[src/rtl/alu_rr_sequencer.sv]
// Fetch/execute control sequencer for register-register ALU instructions (T0..T6).
// Optional single-step gating of every T-state transition: define ALU_SEQ_STEP_EN.
module alu_rr_sequencer #(
  parameter int DATA_WIDTH    = 32,
  parameter int OPCODE_WIDTH  = 5,
  parameter int REG_SEL_WIDTH = 4,
  parameter int NUM_REGS      = 16,
  parameter logic [OPCODE_WIDTH-1:0] MUL_OPCODE = 5'h0F,
  parameter logic [OPCODE_WIDTH-1:0] DIV_OPCODE = 5'h10
) (
  input  logic                    clk,
  input  logic                    clr,
  input  logic                    start,
  input  logic                    mem_ready,
`ifdef ALU_SEQ_STEP_EN
  input  logic                    step,
`endif
  input  logic [DATA_WIDTH-1:0]   ir_data,
  output logic                    pc_out,
  output logic                    mar_in,
  output logic                    inc_pc,
  output logic                    z_in,
  output logic                    zlow_out,
  output logic                    zhigh_out,
  output logic                    pc_in,
  output logic                    read,
  output logic                    mdr_in,
  output logic                    mdr_out,
  output logic                    ir_in,
  output logic                    y_in,
  output logic                    lo_in,
  output logic                    hi_in,
  output logic [NUM_REGS-1:0]     reg_out_sel,
  output logic [NUM_REGS-1:0]     reg_in_sel,
  output logic [OPCODE_WIDTH-1:0] alu_op,
  output logic                    busy,
  output logic                    done
);

  localparam logic [2:0] IDLE = 3'd0;
  localparam logic [2:0] T0   = 3'd1;
  localparam logic [2:0] T1   = 3'd2;
  localparam logic [2:0] T2   = 3'd3;
  localparam logic [2:0] T3   = 3'd4;
  localparam logic [2:0] T4   = 3'd5;
  localparam logic [2:0] T5   = 3'd6;
  localparam logic [2:0] T6   = 3'd7;

  localparam int RA_MSB  = DATA_WIDTH - OPCODE_WIDTH - 1;
  localparam int RB_MSB  = RA_MSB - REG_SEL_WIDTH;
  localparam int RC_MSB  = RB_MSB - REG_SEL_WIDTH;
  localparam int LOW_MSB = RC_MSB - REG_SEL_WIDTH;

  function automatic logic [NUM_REGS-1:0] onehot(input logic [REG_SEL_WIDTH-1:0] idx);
    onehot      = '0;
    onehot[idx] = 1'b1;
  endfunction

  logic [2:0]               state_q, state_d;
  logic                     adv;
  logic [OPCODE_WIDTH-1:0]  op_d, op_q;
  logic [REG_SEL_WIDTH-1:0] ra_d, rb_d, rc_d, ra_q, rb_q, rc_q;
  logic                     muldiv_d, muldiv_q;
  logic                     unused_ir;

  assign op_d      = ir_data[DATA_WIDTH-1 -: OPCODE_WIDTH];
  assign ra_d      = ir_data[RA_MSB -: REG_SEL_WIDTH];
  assign rb_d      = ir_data[RB_MSB -: REG_SEL_WIDTH];
  assign rc_d      = ir_data[RC_MSB -: REG_SEL_WIDTH];
  assign muldiv_d  = (op_d == MUL_OPCODE) || (op_d == DIV_OPCODE);
  assign unused_ir = ^ir_data[LOW_MSB:0];

`ifdef ALU_SEQ_STEP_EN
  assign adv = step;
`else
  assign adv = 1'b1;
`endif

  always_comb begin
    state_d = state_q;
    case (state_q)
      IDLE:    if (start) state_d = T0;
      T0:      if (adv) state_d = T1;
      T1:      if (adv && mem_ready) state_d = T2;
      T2:      if (adv) state_d = T3;
      T3:      if (adv) state_d = T4;
      T4:      if (adv) state_d = T5;
      T5:      if (adv) state_d = muldiv_q ? T6 : IDLE;
      T6:      if (adv) state_d = IDLE;
      default: state_d = IDLE;
    endcase
  end

  always_ff @(posedge clk) begin
    if (clr) state_q <= IDLE;
    else     state_q <= state_d;
  end

  // Decode snapshot: taken on the edge leaving T3, used by T4..T6 only
  always_ff @(posedge clk) begin
    if (state_q == T3 && adv) begin
      op_q     <= op_d;
      ra_q     <= ra_d;
      rb_q     <= rb_d;
      rc_q     <= rc_d;
      muldiv_q <= muldiv_d;
    end
  end

  always_comb begin
    pc_out      = 1'b0;
    mar_in      = 1'b0;
    inc_pc      = 1'b0;
    z_in        = 1'b0;
    zlow_out    = 1'b0;
    zhigh_out   = 1'b0;
    pc_in       = 1'b0;
    read        = 1'b0;
    mdr_in      = 1'b0;
    mdr_out     = 1'b0;
    ir_in       = 1'b0;
    y_in        = 1'b0;
    lo_in       = 1'b0;
    hi_in       = 1'b0;
    reg_out_sel = '0;
    reg_in_sel  = '0;
    alu_op      = '0;
    done        = 1'b0;
    busy        = (state_q != IDLE);
    case (state_q)
      T0: begin
        pc_out = 1'b1;
        mar_in = 1'b1;
        inc_pc = 1'b1;
        z_in   = 1'b1;
      end
      T1: begin
        zlow_out = 1'b1;
        pc_in    = 1'b1;
        read     = 1'b1;
        mdr_in   = 1'b1;
      end
      T2: begin
        mdr_out = 1'b1;
        ir_in   = 1'b1;
      end
      T3: begin
        y_in        = 1'b1;
        reg_out_sel = muldiv_d ? onehot(ra_d) : onehot(rb_d);
      end
      T4: begin
        z_in        = 1'b1;
        alu_op      = op_q;
        reg_out_sel = muldiv_q ? onehot(rb_q) : onehot(rc_q);
      end
      T5: begin
        zlow_out = 1'b1;
        if (muldiv_q) begin
          lo_in = 1'b1;
        end else begin
          reg_in_sel = onehot(ra_q);
          done       = adv;
        end
      end
      T6: begin
        zhigh_out = 1'b1;
        hi_in     = 1'b1;
        done      = adv;
      end
      default: ;
    endcase
  end

endmodule

[config.mk]
export PLATFORM = sky130hd
export DESIGN_NAME = alu_rr_sequencer
export DESIGN_NICKNAME = d
export VERILOG_FILES = /design/src/rtl/alu_rr_sequencer.sv
export SDC_FILE = /design/constraint.sdc
export NUM_CORES = 1
export LEC_CHECK = 0
export ABC_CLOCK_PERIOD_IN_PS = 1960
export CORE_MARGIN = 2
export CORE_UTILIZATION = 40
export DETAILED_ROUTE_END_ITERATION = 10
export GPL_ROUTABILITY_DRIVEN = 0
export PLACE_DENSITY = 0.81
export RECOVER_POWER = 25
export SETUP_SLACK_MARGIN = 0.02
export SYNTH_ARGS = -nofsm -noshare
export SYNTH_HDL_FRONTEND = slang
export SYNTH_SLANG_ARGS = --single-unit
[constraint.sdc]
create_clock -name clk -period 1.96 [get_ports clk]
set_input_delay 0.196 -clock clk [delete_from_list [all_inputs] [get_ports clk]]
set_output_delay 0.196 -clock clk [all_outputs]
set_load 0.03 [all_outputs]
==> impl_metrics.json, run 1 <==
{
  "hold_violations": 0,
  "yosysWarnings": 0,
  "cts_buffer_depth": 2,
  "period_share": 1.14,
  "grt_max_degree": 17,
  "clock.fmax_mhz": 449,
  "ant_nets": 0,
  "firstDrtPassIters": 5,
  "wl_mm": 7.83,
  "cp.required_ns": 1.76,
  "setup_ws_ns": -0.269,
  "cp.arrival_ns": 2.03,
  "tightestPinTransition_ns": 0.496,
  "postPlaceCellArea_um2": 2760,
  "die_area_um2": 4800,
  "synthToLayoutAreaGrowth_pct": 94.3,
  "antenna_found_initial": 0,
  "postLayoutCellArea_um2": 3310,
  "grt_pass1_vias": 2138,
  "fillers": 233,
  "timing.slew.headroom": 0.666,
  "ys_top_cells_by_count": "nor2_1, and3_1, edfxtp_1",
  "leakage_nw": 1.48,
  "grt_use_total": 0.269,
  "multi_input_area_um2": 1330,
  "num_rows": 23,
  "critical_path_class": "flop to primary output",
  "ios": 89,
  "pwr_density_cell_nw_per_um2": 369,
  "synthFlopType": "edfxtp_1",
  "die_w_um": 69.3,
  "clk_pin_slew_ns": 0.09,
  "ys_ff_latch": 21,
  "io_buffers": 73,
  "drv_cap": 0,
  "synth_top_area_frac": 0.317,
  "finalNetCount": 372,
  "finalPower_mw": 1.22,
  "cp-end-kind": "primary output",
  "yosys.area.top_type": "edfxtp_1",
  "rsz0062_at_grt": "yes",
  "grt_overflow_total": 0,
  "violations": "negative setup slack",
  "die_h_um": 69.3,
  "grt_pass1_wl_mm": 10.5,
  "cts_buffers": 3,
  "hpwlAfterDp_mm": 4.35,
  "h-tree-depth": 1,
  "insertedDiodeCount": 0,
  "cp_max_fo": 5,
  "yosysMostFrequentCell": "nor2_1",
  "drc": 0,
  "via_per_inst": 6.10,
  "cts_sinks": 21,
  "post_route_cells_drive_above_1_share": 0.469,
  "async_flop_share": 0,
  "start_kind": "flop",
  "num_vias": 2349,
  "coreArea_um2": 4060,
  "syn-num-nets": 245,
  "netlist_area_um2": 1710,
  "initial_core_util": 0.420,
  "synth_cell_type_count": 35,
  "synth_area_leaders": "edfxtp_1, and3_1, nor2_1, o311ai_0, nor3_1",
  "synth_edf_count": 18,
  "wl_per_cell_um": 20.3,
  "ys_seq_area_frac": 0.352,
  "cts_tree": "done",
  "report.final.setup_viol": 18,
  "regArea_um2": 602,
  "vdd_drop_max_mv": 0.297,
  "avgSynthCellArea_um2": 8.16,
  "status": "complete, but fails checks",
  "fin_worst_skew_ns": 0.0144,
  "drtIter0Drc": 173,
  "postCtsHoldBufs": 0,
  "synth_cells": 209,
  "clock_latency_ns": 0.27,
  "hp-class": "input port to flop",
  "fin_crit_ns": 2.23,
  "cts-root-buf": "clkbuf_8",
  "timing.final.max_slew_violations": 0
}
==> metrics by stage <==
stage	cells	utilization	hold slack [ns]	setup WS [ns]	TNS, ns
after floorplan	209	-	0.268	-0.0984	-0.439
after global placement	359	0.681	0.557	-0.628	-7.06
after detailed placement	359	0.681	0.561	-0.655	-7.56
after CTS	375	0.767	0.226	-0.185	-1.62
after global routing	385	0.817	0.240	-0.347	-5.56
final	385	0.817	0.244	-0.269	-3.38
==> registers in the layout (all words and copies together), names as in the netlist <==
signal and flops:
op_q 5, rb_q 4, state_q 3, rc_q 4, ra_q 4, muldiv_q 1
==> layout by cell type (no fill, tap or decap), types with 4 or more instances in the layout <==
master	instances
nand2b_1	7
buf_6	17
or4_4	4
o311ai_4	6
nor2b_1	7
nand4_1	4
dlygate4sd2_1	14
dlymetal6s2s_1	5
nand3b_1	7
nand2_1	9
o21ai_1	5
and3_1	19
o311ai_2	5
nor2_1	23
edfxtp_1	18
nand3_1	4
o21ai_0	6
buf_4	69
nor4_1	5
dlygate4sd3_1	13
nor3_1	10
nand3_2	8
==> worst paths after layout <==
kind	start	end	slack, ns	cells past startpoint
max reg2reg	state_q[1]$_SDFFE_PP0P_	rc_q[3]$_DFFE_PP_	0.18	7
min	ir_data[29]	op_q[2]$_DFFE_PP_	0.24	2
max	state_q[1]$_SDFFE_PP0P_	reg_out_sel[7]	-0.27	7
min reg2reg	state_q[0]$_SDFFE_PP0P_	state_q[0]$_SDFFE_PP0P_	0.58	2
==> power breakdown <==
group          switching [mW]  internal, mW
sequential             0.0129         0.504
clock                   0.152         0.144
combinational           0.236         0.174
total                   0.401         0.822
==> cells by family after synthesis <==
| family | count (synthesis) | synth area share |
|---|---|---|
| DFF | 21 | 0.352 |
| AOI/OAI and AO/OA | 36 | 0.144 |
| and+or+nand+nor | 131 | 0.427 |
| buffers and inverters | 20 | 0.0638 |
| muxes | 1 | 0.0132 |
==> cell type report <==
cell class / count / area share
Clock buffer: 3 / 0.0125
Sequential cell: 21 / 0.182
Clock inverter: 1 / 0.00227
Tap cell: 50 / 0.0189
Inverter: 5 / 0.00642
Multi-Input combinational cell: 168 / 0.401
Timing Repair Buffer: 137 / 0.377
==> worst max-delay path, stage by stage, from the launching register on <==
cell	delay, ns
dfxtp_2	0.33
or3b_4	0.42
inv_4	0.08
buf_8	0.10
nand3b_1	0.13
or3b_1	0.39
o311ai_2	0.08
buf_4	0.21
==> repair_timing <==
item | 4_1_cts | 5_1_grt
endpoints found under the setup margin | 39 | 37
setup buffers | 10 | 10
gates cloned | 2 | 0
gates resized for setup | 89 | 43
pin swaps | 11 | 13
==> routing by layer <==
| layer | vias up | global-route usage | wire (um) |
|---|---|---|---|
| li1 | 1044 | - | - |
| met1 | 1097 | 0.301 | 2690 |
| met2 | 163 | 0.511 | 4010 |
| met3 | 45 | 0.0538 | 649 |
| met4 | 0 | 0.0784 | 479 |
| met5 | - | 0 | 0 |
Power figures use the tool's default switching activity.
==> run 2: changes to the inputs <==
--- a/config.mk
+++ b/config.mk
@@ -13,6 +13,7 @@
 export PLACE_DENSITY = 0.81
 export RECOVER_POWER = 25
 export SETUP_SLACK_MARGIN = 0.02
+export SLEW_MARGIN = 20
 export SYNTH_ARGS = -nofsm -noshare
 export SYNTH_HDL_FRONTEND = slang
 export SYNTH_SLANG_ARGS = --single-unit
==> results of run 2 <==
Same layout as run 1: the final DEF is identical, and so are final timing and power.
==> run 3: changes to the inputs <==
--- a/config.mk
+++ b/config.mk
@@ -8,6 +8,7 @@
 export ABC_CLOCK_PERIOD_IN_PS = 1960
 export CORE_MARGIN = 2
 export CORE_UTILIZATION = 40
+export CTS_CLUSTER_DIAMETER = 100
 export DETAILED_ROUTE_END_ITERATION = 10
 export GPL_ROUTABILITY_DRIVEN = 0
 export PLACE_DENSITY = 0.81
==> results of run 3 <==
Same layout as run 1: the final DEF is identical, and so are final timing and power.
